$ cat config.mk
export PLATFORM = sky130hd
export DESIGN_NAME = wb_stage
export DESIGN_NICKNAME = d
export VERILOG_FILES = /design/src/rtl/wb_stage.sv
export SDC_FILE = /design/constraint.sdc
export NUM_CORES = 1
export LEC_CHECK = 0
export ABC_AREA = 1
export BUFFER_PORTS_ARGS = -buffer_cell sky130_fd_sc_hd__buf_2
export CAP_MARGIN = 10
export CORE_ASPECT_RATIO = 1.75
export CORE_MARGIN = 10
export CORE_UTILIZATION = 45
export CTS_CLUSTER_SIZE = 16
export DETAILED_ROUTE_END_ITERATION = 8
export GPL_TIMING_DRIVEN = 0
export PLACE_DENSITY = 0.71
export SYNTH_ARGS = -nofsm -noshare
export SYNTH_HDL_FRONTEND = slang
export SYNTH_SLANG_ARGS = --single-unit
$ cat constraint.sdc
create_clock -name clk -period 1.8 [get_ports clk]
set_input_delay 0.18 -clock clk [delete_from_list [all_inputs] [get_ports clk]]
set_output_delay 0.18 -clock clk [all_outputs]
set_load 0.01 [all_outputs]
$ cat src/rtl/wb_stage.sv
// Write-back stage: commits register-file writes, owns CP0 and raises exception/ERET flushes.
// Optional CP0 Count/Compare timer is built when CP0_TIMER_EN is defined.
module wb_stage (
  input  logic         clk,
  input  logic         reset,
  output logic         ws_allowin,
  input  logic         ms_to_ws_valid,
  input  logic [149:0] ms_to_ws_bus,
  output logic [37:0]  ws_to_rf_bus,
  output logic [31:0]  ws_forward,
  output logic         ws_valid_h,
  output logic         ws_res_from_cp0_h,
  input  logic [5:0]   ext_int_in,
  output logic         ex_from_ws,
  output logic [31:0]  ex_target,
  output logic [31:0]  debug_wb_pc,
  output logic [3:0]   debug_wb_rf_wen,
  output logic [4:0]   debug_wb_rf_wnum,
  output logic [31:0]  debug_wb_rf_wdata
);

  localparam logic [4:0]  CP0_BADVADDR = 5'd8;
  localparam logic [4:0]  CP0_COUNT    = 5'd9;
  localparam logic [4:0]  CP0_COMPARE  = 5'd11;
  localparam logic [4:0]  CP0_STATUS   = 5'd12;
  localparam logic [4:0]  CP0_CAUSE    = 5'd13;
  localparam logic [4:0]  CP0_EPC      = 5'd14;
  localparam logic [4:0]  EXC_INT      = 5'h00;
  localparam logic [4:0]  EXC_ADEL     = 5'h04;
  localparam logic [4:0]  EXC_ADES     = 5'h05;
  localparam logic [31:0] EX_VECTOR    = 32'hBFC0_0380;

  logic         ws_valid_q, ws_valid_d;
  logic [149:0] ws_bus_q, ws_bus_d;
  logic [31:0]  badvaddr_q, badvaddr_d;
  logic [31:0]  count_q, count_d;
  logic [31:0]  compare_q, compare_d;
  logic [7:0]   status_im_q, status_im_d;
  logic         status_exl_q, status_exl_d;
  logic         status_ie_q, status_ie_d;
  logic         cause_bd_q, cause_bd_d;
  logic         cause_ti_q, cause_ti_d;
  logic [5:0]   cause_ip_hw_q, cause_ip_hw_d;
  logic [1:0]   cause_ip_sw_q, cause_ip_sw_d;
  logic [4:0]   cause_exccode_q, cause_exccode_d;
  logic [31:0]  epc_q, epc_d;
`ifdef CP0_TIMER_EN
  logic         tick_q, tick_d;
`endif

  logic         ws_ready_go;
  logic         ws_inst_addr_ex, ws_eret, ws_bd, ws_mtc0_we, ws_res_from_cp0, ws_ex, ws_gr_we;
  logic [31:0]  ws_rt_value, ws_alu_result, ws_final_result, ws_pc;
  logic [4:0]   ws_cp0_addr, ws_excode, ws_dest;
  logic [7:0]   cause_ip;
  logic [31:0]  status_val, cause_val, cp0_rdata;
  logic         int_pending, ex_entry, eret_taken, mtc0_do, rf_we;
  logic [4:0]   eff_excode;
  logic [31:0]  rf_wdata;

  assign {ws_inst_addr_ex, ws_rt_value, ws_eret, ws_bd, ws_mtc0_we, ws_cp0_addr,
          ws_res_from_cp0, ws_alu_result, ws_ex, ws_excode, ws_gr_we, ws_dest,
          ws_final_result, ws_pc} = ws_bus_q;

  assign ws_ready_go = 1'b1;
  assign ws_allowin  = !ws_valid_q || ws_ready_go;

  // IP[15] carries the timer interrupt alongside hardware line 5
  assign cause_ip   = {cause_ip_hw_q[5] | cause_ti_q, cause_ip_hw_q[4:0], cause_ip_sw_q};
  assign status_val = {9'd0, 1'b1, 6'd0, status_im_q, 6'd0, status_exl_q, status_ie_q};
  assign cause_val  = {cause_bd_q, cause_ti_q, 14'd0, cause_ip, 1'b0, cause_exccode_q, 2'd0};

  assign int_pending = status_ie_q && !status_exl_q && (|(cause_ip & status_im_q));
  assign ex_entry    = ws_valid_q && (int_pending || ws_ex);
  assign eret_taken  = ws_valid_q && ws_eret && !ex_entry;
  assign ex_from_ws  = ex_entry || eret_taken;
  assign ex_target   = ex_entry ? EX_VECTOR : epc_q;
  assign eff_excode  = int_pending ? EXC_INT : ws_excode;
  assign mtc0_do     = ws_valid_q && ws_mtc0_we && !ex_from_ws;

  // mfc0 read mux
  always_comb begin
    cp0_rdata = 32'd0;
    case (ws_cp0_addr)
      CP0_BADVADDR: cp0_rdata = badvaddr_q;
      CP0_COUNT:    cp0_rdata = count_q;
      CP0_COMPARE:  cp0_rdata = compare_q;
      CP0_STATUS:   cp0_rdata = status_val;
      CP0_CAUSE:    cp0_rdata = cause_val;
      CP0_EPC:      cp0_rdata = epc_q;
      default:      cp0_rdata = 32'd0;
    endcase
  end

  assign rf_we             = ws_valid_q && ws_gr_we && !ex_from_ws;
  assign rf_wdata          = ws_res_from_cp0 ? cp0_rdata : ws_final_result;
  assign ws_to_rf_bus      = {rf_we, ws_dest, rf_wdata};
  assign ws_forward        = rf_wdata;
  assign ws_valid_h        = ws_valid_q;
  assign ws_res_from_cp0_h = ws_valid_q && ws_res_from_cp0;
  assign debug_wb_pc       = ws_pc;
  assign debug_wb_rf_wen   = {4{rf_we}};
  assign debug_wb_rf_wnum  = ws_dest;
  assign debug_wb_rf_wdata = rf_wdata;

  // Pipeline handshake next state
  always_comb begin
    ws_valid_d = ws_valid_q;
    ws_bus_d   = ws_bus_q;
    if (ex_from_ws) begin
      ws_valid_d = 1'b0;
    end else if (ws_allowin) begin
      ws_valid_d = ms_to_ws_valid;
    end else begin
      ws_valid_d = ws_valid_q;
    end
    if (ms_to_ws_valid && ws_allowin) begin
      ws_bus_d = ms_to_ws_bus;
    end else begin
      ws_bus_d = ws_bus_q;
    end
  end

  // CP0 next state: exception entry, then ERET, then mtc0
  always_comb begin
    badvaddr_d      = badvaddr_q;
    status_im_d     = status_im_q;
    status_exl_d    = status_exl_q;
    status_ie_d     = status_ie_q;
    cause_bd_d      = cause_bd_q;
    cause_ip_hw_d   = ext_int_in;
    cause_ip_sw_d   = cause_ip_sw_q;
    cause_exccode_d = cause_exccode_q;
    epc_d           = epc_q;
    if (ex_entry) begin
      if (!status_exl_q) begin
        epc_d      = ws_bd ? (ws_pc - 32'd4) : ws_pc;
        cause_bd_d = ws_bd;
      end else begin
        epc_d      = epc_q;
        cause_bd_d = cause_bd_q;
      end
      status_exl_d    = 1'b1;
      cause_exccode_d = eff_excode;
      if (eff_excode == EXC_ADEL || eff_excode == EXC_ADES) begin
        badvaddr_d = ws_inst_addr_ex ? ws_pc : ws_alu_result;
      end else begin
        badvaddr_d = badvaddr_q;
      end
    end else if (eret_taken) begin
      status_exl_d = 1'b0;
    end else if (mtc0_do) begin
      case (ws_cp0_addr)
        CP0_STATUS: begin
          status_im_d  = ws_rt_value[15:8];
          status_exl_d = ws_rt_value[1];
          status_ie_d  = ws_rt_value[0];
        end
        CP0_CAUSE: cause_ip_sw_d = ws_rt_value[9:8];
        CP0_EPC:   epc_d         = ws_rt_value;
        default:   epc_d         = epc_q;
      endcase
    end else begin
      status_exl_d = status_exl_q;
    end
  end

`ifdef CP0_TIMER_EN
  // Count ticks every other cycle; Compare match latches TI until Compare is rewritten
  always_comb begin
    tick_d = ~tick_q;
    if (mtc0_do && ws_cp0_addr == CP0_COUNT) begin
      count_d = ws_rt_value;
    end else if (tick_q) begin
      count_d = count_q + 32'd1;
    end else begin
      count_d = count_q;
    end
    if (mtc0_do && ws_cp0_addr == CP0_COMPARE) begin
      compare_d  = ws_rt_value;
      cause_ti_d = 1'b0;
    end else if (compare_q != 32'd0 && count_q == compare_q) begin
      compare_d  = compare_q;
      cause_ti_d = 1'b1;
    end else begin
      compare_d  = compare_q;
      cause_ti_d = cause_ti_q;
    end
  end
`else
  // Timer absent: Count/Compare/TI stay at zero
  always_comb begin
    count_d    = 32'd0;
    compare_d  = 32'd0;
    cause_ti_d = 1'b0;
  end
`endif

  // State registers with synchronous reset
  always_ff @(posedge clk) begin
    if (reset) begin
      ws_valid_q      <= 1'b0;
      ws_bus_q        <= 150'd0;
      badvaddr_q      <= 32'd0;
      count_q         <= 32'd0;
      compare_q       <= 32'd0;
      status_im_q     <= 8'd0;
      status_exl_q    <= 1'b0;
      status_ie_q     <= 1'b0;
      cause_bd_q      <= 1'b0;
      cause_ti_q      <= 1'b0;
      cause_ip_hw_q   <= 6'd0;
      cause_ip_sw_q   <= 2'd0;
      cause_exccode_q <= 5'd0;
      epc_q           <= 32'd0;
`ifdef CP0_TIMER_EN
      tick_q          <= 1'b0;
`endif
    end else begin
      ws_valid_q      <= ws_valid_d;
      ws_bus_q        <= ws_bus_d;
      badvaddr_q      <= badvaddr_d;
      count_q         <= count_d;
      compare_q       <= compare_d;
      status_im_q     <= status_im_d;
      status_exl_q    <= status_exl_d;
      status_ie_q     <= status_ie_d;
      cause_bd_q      <= cause_bd_d;
      cause_ti_q      <= cause_ti_d;
      cause_ip_hw_q   <= cause_ip_hw_d;
      cause_ip_sw_q   <= cause_ip_sw_d;
      cause_exccode_q <= cause_exccode_d;
      epc_q           <= epc_d;
`ifdef CP0_TIMER_EN
      tick_q          <= tick_d;
`endif
    end
  end

endmodule
==> key figures, run 1 <==
STA
  • Slew @ Worst Pin: 850 ps
  • RSZ-0062 raised after global routing: yes
  • Setup violators final: 210
  • Slew Limit Fails: 0
  • Fin Hold WS: 87.3 ps
  • Final period utilization: 1.38
  • Skew final: 21.4 ps
  • Max transition margin: 0.433
  • Fin. Hold Viols: 0
  • Post-layout min period: between 2000 and 2500 ps
  • Max Fclk: between 400 and 500 MHz
  • Setup ws final: -689 ps

Floorplan
  • Io pins: 338
  • Die width: 142 um
  • Die Area: 33200 um2
  • Rows: 78
  • Starting Density: 0.454
  • Die height: 234 um
  • Core ar.: 25900 um2

Placed design
  • Port Buffers: 336
  • Gpl congestion: 0.950
  • HPWL after detailed placement: 37100 um

Worst setup path
  • Crit path largest cell delay: 340 ps
  • Worst R2R Setup Slack: -450 ps
  • Crit-path slowest cell: dfxtp_2
  • Worst r2r src: cause_ip_hw_q[2]$_SDFF_PP0_
  • Crit end category: primary output
  • Crit path launch: ws_bus_q[109]$_SDFFE_PP0P_
  • Top fanout value on the critical path: 6
  • CP Class: register to primary output
  • Crit start category: register
  • Required time worst endpoint: 1620 ps
  • WP data arrival: ~2300 ps
  • Crit-path cells: nor2_4, nand2_4, nor3b_4, buf_6, buf_8, buf_8, a221oi_1, o21ai_1, buf_4, buf_4
  • R2r worst-path depth: 17

Yosys
  • Post-synthesis sequential area ratio: 0.408
  • Syn avg cell area: 6.68 um2
  • Mapped cell area: 11700 um2
  • Mapped Nets: 1917
  • Cell variety after synth: 32
  • Number of synthesized register bits: between 200 and 250
  • Synth Instances: roughly 1800
  • Synth warnings: 0

Hold path
  • Hold path depth: 3
  • Min-delay src: ms_to_ws_bus[31]
  • Hold crit path type: primary input to register

Global route
  • Vias in the first global route: 14200
  • Initial antenna violation count: 0
  • Total gr overflow: 0
  • First-pass GRT wire length: 77300 um
  • Total track usage: 0.295
  • Largest net degree at the start of global routing: 15

Drt
  • Post-route ant nets: 0
  • DRC viols: 0
  • Via density: 5.36
  • Via count: 14400
  • Drt total wl: 54800 um
  • Drt first-iter violations: between 1000 and 1500
  • Met1 WL: about 19000 um
  • Highest routed layer: met4
  • Routed wl met2: 28000 um
  • Wire length per cell: between 20 and 25 um
  • DR WL met3: 3830 um
  • TritonRoute pass-1 iters: 6

CTS
  • Worst skew pair latency: 550 ps
  • Worst-path clk slew: 60 ps
  • Root Driver: clkbuf_16
  • TritonCTS clock tree: done
  • CTS max path bufs: 3
  • CTS buffer count: 24
  • # H-tree levels: 1
  • Clock sink total: between 200 and 250

Power and ir drop
  • Pwr Density: 726 nW/um2
  • Final Total Pwr: between 10 and 15 mW
  • Peak VDD IR: between 0.5 and 0.6 mV
  • Leakage power: 8.84 nW

Final layout
  • Area growth, synth to finish: 63.8%
  • Share of cells above drive strength 1: 0.368
  • Total Nets Final: between 2000 and 3000

Outcome
  • Violated checks: setup timing
  • Status: complete, but fails checks

Run
  • Max-Cap Viols: 0
==> cells in the mapped netlist <==
| cell | n | area, um2 |
|---|---|---|
| nor3_1 | 7 | 35.0 |
| nor2_2 | 9 | 56.3 |
| o211ai_1 | 1 | 7.51 |
| nand2_4 | 4 | 45.0 |
| nand3_1 | 33 | 165 |
| inv_2 | 2 | 7.51 |
| buf_1 | 6 | 22.5 |
| nor3b_2 | 1 | 12.5 |
| buf_2 | 16 | 80.1 |
| a21oi_4 | 1 | 16.3 |
| o31ai_2 | 1 | 12.5 |
| nand4_1 | 10 | 62.6 |
| buf_6 | 4 | 45.0 |
| nand2_1 | 287 | 1080 |
| clkbuf_1 | 72 | 270 |
| a21oi_1 | 115 | 576 |
| ha_1 | 1 | 12.5 |
| nand2_2 | 5 | 31.3 |
| o21ai_0 | 261 | 1310 |
| buf_4 | 115 | 863 |
| or2_2 | 2 | 12.5 |
| nor2_1 | 410 | 1540 |
| clkinv_1 | 3 | 11.3 |
| dfxtp_1 | 239 | 4780 |
| inv_1 | 116 | 435 |
| conb_1 | 1 | 3.75 |
| a221oi_1 | 2 | 17.5 |
| o21ai_1 | 15 | 75.1 |
| xor2_1 | 13 | 114 |
| nand3_2 | 2 | 20.0 |
| o2111ai_1 | 2 | 17.5 |
| nor4_1 | 1 | 6.26 |
==> repair_timing <==
action | in CTS | in global routing
gates cloned | 5 | 11
hold buffers | 156 | 0
setup endpoints to repair | 215 | 213
pin swaps | 37 | 105
gates resized for setup | 365 | 307
setup buffers | 33 | 26
hold endpoints to repair | 158 | 0
==> stage by stage <==
stage	utilization	setup WS, ps	std cells	TNS, ps	instance area, um2
floorplan	-	-110	1757	-1240	11700
global placement	0.534	-731	2413	-87920	13800
detailed placement	0.534	-744	2413	-100610	13800
CTS	0.691	-624	2650	-77460	17900
global route	0.743	-739	2681	-104590	19200
finish	0.743	-689	2682	-93740	19200
==> layout by cell type (no fill, tap or decap), types with 4 or more instances in the layout <==
| cell | netlist | final |
|---|---|---|
| nor2_1 | 410 | 362 |
| buf_2 | 16 | 247 |
| dfxtp_1 | 239 | 218 |
| nand2_1 | 287 | 213 |
| o21ai_0 | 261 | 178 |
| dlygate4sd3_1 | 0 | 156 |
| buf_6 | 4 | 132 |
| buf_4 | 115 | 124 |
| inv_1 | 116 | 112 |
| a21oi_1 | 115 | 90 |
| clkbuf_1 | 72 | 62 |
| o21ai_2 | 0 | 61 |
| nand2_2 | 5 | 55 |
| clkbuf_16 | 0 | 35 |
| o21ai_1 | 15 | 33 |
| nor2_4 | 0 | 31 |
| nor2_2 | 9 | 26 |
| nand3_1 | 33 | 24 |
| nand2_4 | 4 | 23 |
| a21oi_2 | 0 | 23 |
| dfxtp_2 | 0 | 20 |
| buf_8 | 0 | 16 |
| xor2_1 | 13 | 13 |
| buf_12 | 0 | 12 |
| nand4_1 | 10 | 10 |
| nand3_4 | 0 | 7 |
| nor3_1 | 7 | 7 |
| buf_1 | 6 | 6 |
| clkbuf_8 | 0 | 6 |
| clkbuf_2 | 0 | 5 |
| nand3_2 | 2 | 5 |
| nand2_8 | 0 | 5 |
| clkinv_2 | 0 | 5 |
| o21ai_4 | 0 | 4 |
| buf_16 | 0 | 4 |
==> final cells by class <==
class | count | area [um2]
antenna | 1 | 2.50
buffer | 211 | 1620
fill | 1857 | 6640
clock buffer | 34 | 688
inverter | 121 | 468
tap | 320 | 400
clock inverter | 9 | 109
timing repair buffer | 562 | 4750
multi-input combinational | 1185 | 6370
sequential | 239 | 4810
==> power by group <==
| part | leakage (nW) | internal [mW] | total (mW) | switching (mW) |
|---|---|---|---|---|
| Sequential | 1.98 | 5.57 | 5.79 | 0.223 |
| Clock | 0.392 | 2.95 | 5.16 | 2.20 |
| Combinational | 6.47 | 1.41 | 3.02 | 1.61 |
==> state kept, by name, summed over array words and instances (netlist names) <==
signal and count:
badvaddr_q 32, cause_bd_q 1, cause_exccode_q 5, cause_ip_hw_q 6, cause_ip_sw_q 2, epc_q 32
status_exl_q 1, status_ie_q 1, status_im_q 8, ws_bus_q 150, ws_valid_h 1
==> cell families (layout without fill, tap and decap cells) <==
family          Yosys count  count (layout)  synth area share
compound gates          398             398             0.173
other cells               1               2          0.000319
buf+inv                 334             937             0.148
flops                   239             239             0.408
fa+ha+maj                 1               1           0.00107
simple gates            771             772             0.261
xor+xnor                 13              13           0.00970
==> critical path, delay by kind of cell (launching register included) <==
family	cells	cell delay (ps)
buffers and inverters	5	680
AO/OA/AOI/OAI	2	340
flip-flops	1	340
AND/OR/NAND/NOR	3	410
==> worst paths after layout <==
kind / endpoint
hold / removal: ws_bus_q[31]$_SDFFE_PP0P_
setup / recovery: ws_forward[10]
setup reg to reg: badvaddr_q[20]$_SDFFE_PP0P_
hold reg to reg: ws_bus_q[76]$_SDFFE_PP0P_
==> layer usage <==
metal | vias to the layer above | track usage
li1 | 6672 | -
met1 | 6648 | 0.303
met2 | 793 | 0.524
met3 | 260 | 0.0458
met4 | 0 | 0.216
met5 | - | 0
No activity file was read; power rests on OpenSTA's default activity.
==> inputs of run 2 (changes only) <==
- PLACE_DENSITY: 0.71 -> 0.74
- clock period: 1.8 -> 2.1 ns (I/O delays scaled with it)
==> run 2 against run 1 <==
Compared with the run above: the flow still finishes with violations (setup timing); combinational power shrank 18%; non-clock buffer count decreased by 42; core utilization down 3.6 points; sequential share of layout area grew 1.3 points; die area unchanged; worst setup slack gained 260 ps.
==> key figures, run 2 (same netlist as run 1, synthesis figures left out) <==
Outcome
  • Status: complete, but fails checks (unchanged)
  • Violated checks: setup timing (unchanged)

Placed design
  • Placed Cells: 2413 (unchanged)
  • Gpl congestion: 0.972 (was 0.950)
  • Port Buffers: 336 (unchanged)
  • Setup WS pre-CTS: -458 ps (was -744 ps)
  • HPWL after detailed placement: 37200 um (was 37100 um)

Worst setup path
  • Top fanout value on the critical path: 8 (was 6)
  • Crit-path slowest cell: dfxtp_4 (was dfxtp_2)
  • Crit-path cells: nor2_4, nand2_4, nor3b_4, buf_12, buf_8, nand2_4, o21ai_2, a21oi_2, o21ai_2, buf_4, buf_6 (was nor2_4, nand2_4, nor3b_4, buf_6, buf_8, buf_8, a221oi_1, o21ai_1, buf_4, buf_4)
  • Required time worst endpoint: 1890 ps (was 1620 ps)
  • Crit path largest cell delay: 370 ps (was 340 ps)
  • Crit end category: primary output (unchanged)
  • Worst path buffer plus inverter count: 4 (was 5)
  • Largest delay contributor family on the critical path: buffers and inverters (unchanged)
  • Crit start category: register (unchanged)
  • CP Class: register to primary output (unchanged)
  • WP data arrival: 2320 ps (was 2310 ps)

Final layout
  • Most frequent cells in the layout: 367 x nor2_1, 233 x buf_2, 224 x nand2_1 (was 362 x nor2_1, 247 x buf_2, 218 x dfxtp_1)
  • Inserted Diodes: 0 (was 1)
  • Max reg flops: 150 (unchanged)
  • Share of cells above drive strength 1: 0.330 (was 0.368)
  • Largest regs: ws_bus_q: 150 flops, badvaddr_q: 32 flops, epc_q: 32 flops (unchanged)
  • Final Util: 0.708 (was 0.743)
  • Area growth, synth to finish: 55.9% (was 63.8%)
  • Most common cell after layout, fill and taps aside: nor2_1 (unchanged)
  • Post-Layout Cell Count: 2637 (was 2682)
  • FILL cells: 2049 (was 1857)
  • Biggest register: ws_bus_q (unchanged)
  • Total Nets Final: 2460 (was 2504)

Drt
  • Via density: 5.30 (was 5.36)
  • Drt first-iter violations: 889 (was 1017)
  • Drt total wl: 53400 um (was 54800 um)
  • Post-route ant nets: 0 (unchanged)
  • Via count: 14000 (was 14400)
  • DRC viols: 0 (unchanged)
  • Wire length per cell: 20.3 um (was 20.4 um)
  • TritonRoute pass-1 iters: 6 (unchanged)

STA
  • Slew @ Worst Pin: 871 ps (was 850 ps)
  • Max transition margin: 0.419 (was 0.433)
  • Slew Limit Fails: 0 (unchanged)
  • Post-layout min period: 2530 ps
  • Max Fclk: roughly 400 MHz
  • Setup_tns: -38020 ps (was -93740 ps)
  • Fin Hold WS: 7.35 ps (was 87.3 ps)
  • RSZ-0062 raised after global routing: yes (unchanged)
  • Setup violators final: 133 (was 210)
  • Setup ws final: -427 ps (was -689 ps)
  • Final period utilization: 1.20
  • Fin. Hold Viols: 0 (unchanged)
  • Skew final: 22.7 ps (was 21.4 ps)

Global route
  • Largest net degree at the start of global routing: 15 (unchanged)
  • Total gr overflow: 0 (unchanged)
  • Total track usage: 0.290 (was 0.295)
  • Initial antenna violation count: 0 (unchanged)
  • First-pass GRT wire length: 76100 um (was 77300 um)
  • Vias in the first global route: 13700 (was 14200)

Floorplan
  • Starting Density: 0.454 (unchanged)
  • Io pins: 338 (unchanged)
  • Die Area: 33200 um2 (unchanged)
  • Core ar.: 25900 um2 (unchanged)
  • Die width: 142 um (unchanged)
  • Rows: 78 (unchanged)
  • Die height: 234 um (unchanged)

Hold path
  • Hold crit path type: primary input to register (unchanged)

Run
  • Max-Cap Viols: 0 (unchanged)

CTS
  • Clock sink total: 239 (unchanged)
  • TritonCTS clock tree: done (unchanged)
  • # H-tree levels: 1 (unchanged)
  • CTS max path bufs: 3 (unchanged)
  • Worst-path clk slew: 60 ps (about the same)
  • CTS buffer count: 23 (was 24)
  • Root Driver: clkbuf_16 (unchanged)
  • Worst skew pair latency: 540 ps (was 550 ps)

Power and ir drop
  • Leakage power: 8.68 nW (was 8.84 nW)
  • Pwr Density: 644 nW/um2 (was 726 nW/um2)
  • Peak VDD IR: 0.641 mV (was 0.590 mV)
-- run 2: where the power goes --
group          switching [mW]  internal, mW
clock network            1.84          2.51
registers               0.187          4.77
logic                    1.33          1.16
total                    3.35          8.45
-- run 2: stage by stage --
step / cell area [um2] / power, mW
after floorplan: 11700 / 6.07
after global placement: 13800 / 6.80
after detailed placement: 13800 / 6.83
after CTS: 17200 / 11.5
after global routing: 18300 / 12.1
final: 18300 / 11.8
-- run 2: worst paths after layout --
| check | cells past startpoint | slack (ps) | startpoint | to |
|---|---|---|---|---|
| worst max-delay path | 11 | -430 | ws_bus_q[113]$_SDFFE_PP0P_ | ws_to_rf_bus[2] |
| worst min-delay path | 3 | 7 | ms_to_ws_bus[2] | ws_bus_q[2]$_SDFFE_PP0P_ |
| worst max register to register | 16 | 20 | status_im_q[4]$_SDFFE_PP0P_ | epc_q[17]$_SDFFE_PP0P_ |
| worst min register to register | 2 | 450 | ws_bus_q[79]$_SDFFE_PP0P_ | ws_bus_q[79]$_SDFFE_PP0P_ |
-- run 2: worst reg2reg max path: cells and delay by family, from the launching register on --
family | cells | cell delay [ps]
and+or+nand+nor | 11 | 950
buffers and inverters | 4 | 570
DFF | 1 | 330
AOI/OAI and AO/OA | 1 | 100
-- run 2: cell type report --
cell class	instances	area, um2	share of cell area
inverter	121	462	0.0252
clock inverter	8	93.8	0.00513
multi-input combinational	1184	6020	0.329
clock buffer	34	687	0.0375
timing repair buffer	518	4220	0.231
tap	320	400	0.0219
sequential	239	4810	0.263
buffer	213	1610	0.0878
-- run 2: layer usage --
metal	up-vias	global-route usage	wire [um]
li1	6567	-	-
met1	6437	0.303	18300
met2	753	0.534	28000
met3	218	0.0392	3710
met4	0	0.168	3460
met5	-	0	0
-- run 2: repair_timing --
| item | 4_1_cts | 5_1_grt |
|---|---|---|
| setup endpoints to repair | 170 | 178 |
| pin swaps | 20 | 52 |
| gates cloned | 5 | 1 |
| hold endpoints to repair | 140 | 0 |
| hold buffers | 138 | 0 |
| buffers inserted | 22 | 17 |
| gates resized for setup | 273 | 267 |
==> inputs of run 3 (changes only) <==
- CORE_UTILIZATION: 45 -> 47
- PLACE_DENSITY: 0.74 -> 0.76
- SKIP_CTS_REPAIR_TIMING: not set -> 1
==> run 3 against run 2 <==
Compared with the run above: clock skew fell by 5.4 ps; final cell count decreased by 1.5%; hold slack lost 45 ps; cell area down 5.3%; non-clock buffer count is 30 lower; the run ends with hold timing, setup timing left; highest routed layer unchanged; critical path depth is the same; via count fell by 4.5%; clock power is 1% lower; critical path type unchanged; fmax is 0.90% lower; die area decreased by 3.8%.
==> key figures, run 3 (same netlist as run 1, synthesis figures left out) <==
Worst setup path
  • Crit path launch: ws_bus_q[113]$_SDFFE_PP0P_ (unchanged)
  • Crit path largest cell delay: 360 ps (was 370 ps)
  • WP data arrival: 2340 ps (was 2320 ps)
  • Crit path depth: 11 (unchanged)
  • Reg2Reg Capture Point: badvaddr_q[17]$_SDFFE_PP0P_ (was epc_q[17]$_SDFFE_PP0P_)
  • Worst r2r src: cause_ip_hw_q[5]$_SDFF_PP0_ (was status_im_q[4]$_SDFFE_PP0P_)
  • Worst R2R Setup Slack: -220 ps (was 20 ps)
  • Crit path to: ws_to_rf_bus[5] (was ws_to_rf_bus[2])
  • Worst path buffer plus inverter count: 4 (unchanged)
  • Most common cell on crit path: buf_6
  • Crit start category: register (unchanged)
  • CP Class: register to primary output (unchanged)
  • Crit-path cells: nor2_4, nand2_4, nor3b_4, buf_6, buf_6, nand2_2, o21ai_1, a21oi_2, o21ai_2, buf_4, buf_6 (was nor2_4, nand2_4, nor3b_4, buf_12, buf_8, nand2_4, o21ai_2, a21oi_2, o21ai_2, buf_4, buf_6)
  • Crit-path slowest cell: dfxtp_4 (unchanged)
  • R2r worst-path depth: 16 (unchanged)
  • Top fanout value on the critical path: 5 (was 8)
  • Crit end category: primary output (unchanged)
  • Required time worst endpoint: 1890 ps (about the same)
  • Largest delay contributor family on the critical path: simple AND/OR/NAND/NOR gates (was buffers and inverters)

Outcome
  • Status: complete, but fails checks (unchanged)
  • Violated checks: hold timing, setup timing (was setup timing)

Floorplan
  • Die height: 229 um (was 234 um)
  • Core ar.: 24600 um2 (was 25900 um2)
  • Die width: 139 um (was 142 um)
  • Io pins: 338 (unchanged)
  • Rows: 76 (was 78)
  • Starting Density: 0.477 (was 0.454)
  • Die Area: 32000 um2 (was 33200 um2)

Placed design
  • HPWL after detailed placement: 36600 um (was 37200 um)
  • Placed Cells: 2405 (was 2413)
  • Port Buffers: 336 (unchanged)
  • Gpl congestion: 0.963 (was 0.972)
  • Area after DPL: 13800 um2 (about the same)

Drt
  • Via count: 13300 (was 14000)
  • Post-route ant nets: 0 (unchanged)
  • Drt first-iter violations: 964 (was 889)
  • TritonRoute pass-1 iters: 6 (unchanged)
  • Drt total wl: 49500 um (was 53400 um)
  • DRC viols: 0 (unchanged)
  • Wire length per cell: 19.1 um (was 20.3 um)
  • Via density: 5.14 (was 5.30)

CTS
  • Worst-path clk slew: 70 ps (was 60 ps)
  • Worst skew pair latency: 530 ps (was 540 ps)
  • Clock sink total: 239 (unchanged)
  • Root Driver: clkbuf_16 (unchanged)
  • CTS buffer count: 23 (unchanged)
  • TritonCTS clock tree: done (unchanged)
  • # H-tree levels: 1 (unchanged)
  • CTS max path bufs: 3 (unchanged)

STA
  • Skew final: 17.3 ps (was 22.7 ps)
  • Final period utilization: 1.21 (was 1.20)
  • Fin. Hold Viols: 23 (was 0)
  • Fin Hold WS: -37.7 ps (was 7.35 ps)
  • Slew Limit Fails: 0 (unchanged)
  • Max Fclk: 392 MHz (was 396 MHz)
  • Setup_tns: -45680 ps (was -38020 ps)
  • Setup ws final: -450 ps (was -427 ps)
  • Slew @ Worst Pin: 803 ps (was 871 ps)
  • Setup violators final: 166 (was 133)
  • RSZ-0062 raised after global routing: yes (unchanged)
  • Post-layout min period: 2550 ps (was 2530 ps)
  • Max transition margin: 0.464 (was 0.419)

Run
  • Max-Cap Viols: 0 (unchanged)

Power and ir drop
  • Sw frac: 0.284 (about the same)
  • Internal power: 8.22 mW (was 8.45 mW)
  • Peak VDD IR: 0.643 mV (was 0.641 mV)
  • Part of the power in the clock network: 0.374 (was 0.369)
  • Combinational Power Share: 0.194 (was 0.211)
  • Net load switching power: 3.26 mW (was 3.35 mW)
  • Leakage power: 8.23 nW (was 8.68 nW)
  • Reg power frac: 0.431 (was 0.421)
  • Pwr Density: 663 nW/um2 (was 644 nW/um2)

Final layout
  • Multi-input combinational cell area: 5870 um2 (was 6020 um2)
  • FF+latch area: 4810 um2 (unchanged)
  • Area growth, synth to finish: 47.7% (was 55.9%)
  • Total Nets Final: 2430 (was 2460)
  • Biggest register: ws_bus_q (unchanged)
  • Share of cells above drive strength 1: 0.325 (was 0.330)
  • Largest regs: ws_bus_q: 150 flops, badvaddr_q: 32 flops, epc_q: 32 flops (unchanged)
  • Most frequent cells in the layout: 369 x nor2_1, 295 x buf_2, 245 x nand2_1 (was 367 x nor2_1, 233 x buf_2, 224 x nand2_1)
  • Max reg flops: 150 (unchanged)
  • Final Cell Area: 17300 um2 (was 18300 um2)
  • Post-Layout Cell Count: 2598 (was 2637)
  • FILL cells: 2031 (was 2049)
  • Most common cell after layout, fill and taps aside: nor2_1 (unchanged)

Global route
  • Initial antenna violation count: 1 (was 0)
  • Largest net degree at the start of global routing: 16 (was 15)
  • Vias in the first global route: 12300 (was 13700)
  • First-pass GRT wire length: 68300 um (was 76100 um)
  • Total track usage: 0.266 (was 0.290)
  • Total gr overflow: 0 (unchanged)

Hold path
  • Hold crit path type: primary input to register (unchanged)
==> run 3: changes by cell type in the layout (fill, tap and decap cells not counted), sizes merged <==
cell / before / now
dlygate4sd3: 138 / 105
clkinvlp: 0 / 4
diode: 0 / 2
buf: 525 / 524
clkbuf: 102 / 101
clkinv: 8 / 7
inv: 119 / 118
==> run 3: worst min-delay path by stage <==
| stage | start | endpoint | slack [ps] | cells past startpoint |
|---|---|---|---|---|
| after CTS | ext_int_in[1] | cause_ip_hw_q[1]$_SDFF_PP0_ | -120 | 3 |
| after global placement | ext_int_in[0] | cause_ip_hw_q[0]$_SDFF_PP0_ | 420 | 3 |
| after detailed placement | ext_int_in[1] | cause_ip_hw_q[1]$_SDFF_PP0_ | 430 | 3 |
| final | ms_to_ws_bus[121] | ws_bus_q[121]$_SDFFE_PP0P_ | -40 | 3 |
| after floorplan | reset | cause_exccode_q[4]$_SDFFE_PP0N_ | 280 | 1 |
| after global routing | ms_to_ws_bus[121] | ws_bus_q[121]$_SDFFE_PP0P_ | 2 | 3 |
==> run 3: tightest hold or removal path: cells and delay by family <==
kind                   cells  cell delay, ps
buffers and inverters      1             110
and+or+nand+nor            2             140
==> run 3: power groups by stage <==
| stage | registers [mW] | logic [mW] | clock network [mW] |
|---|---|---|---|
| detailed placement | 5.04 | 1.78 | 0 |
| CTS | 4.94 | 1.79 | 4.29 |
| finish | 4.95 | 2.23 | 4.30 |
| global placement | 5.03 | 1.76 | 0 |
| floorplan | 4.98 | 1.09 | 0 |
| global route | 4.97 | 2.42 | 4.47 |
==> run 3: metal layers <==
metal | vias to the layer above | GRT usage | routed length [um]
met1 | 6065 | 0.283 | 17700
li1 | 6504 | - | -
met4 | 0 | 0.155 | 3480
met2 | 604 | 0.480 | 25100
met3 | 173 | 0.0404 | 3300
met5 | - | 0 | 0
==> run 3: per-stage QoR <==
step / total power [mW] / hold slack [ps] / worst slack (ps) / utilization
after global placement: 6.79 / 418 / -438 / 0.561
after detailed placement: 6.82 / 425 / -392 / 0.561
after CTS: 11.0 / -118 / -949 / 0.592
after global routing: 11.9 / 2.38 / -527 / 0.704
final: 11.5 / -37.7 / -450 / 0.704
after floorplan: 6.07 / 279 / 160 / -
==> run 3: area by class of cell <==
class | count | area share
multi-input combinational | 1184 | 0.338
sequential | 239 | 0.278
timing repair buffer | 489 | 0.204
buffer | 212 | 0.0855
clock buffer | 29 | 0.0380
inverter | 121 | 0.0267
tap | 312 | 0.0225
clock inverter | 10 | 0.00664
antenna | 2 | 0.000289
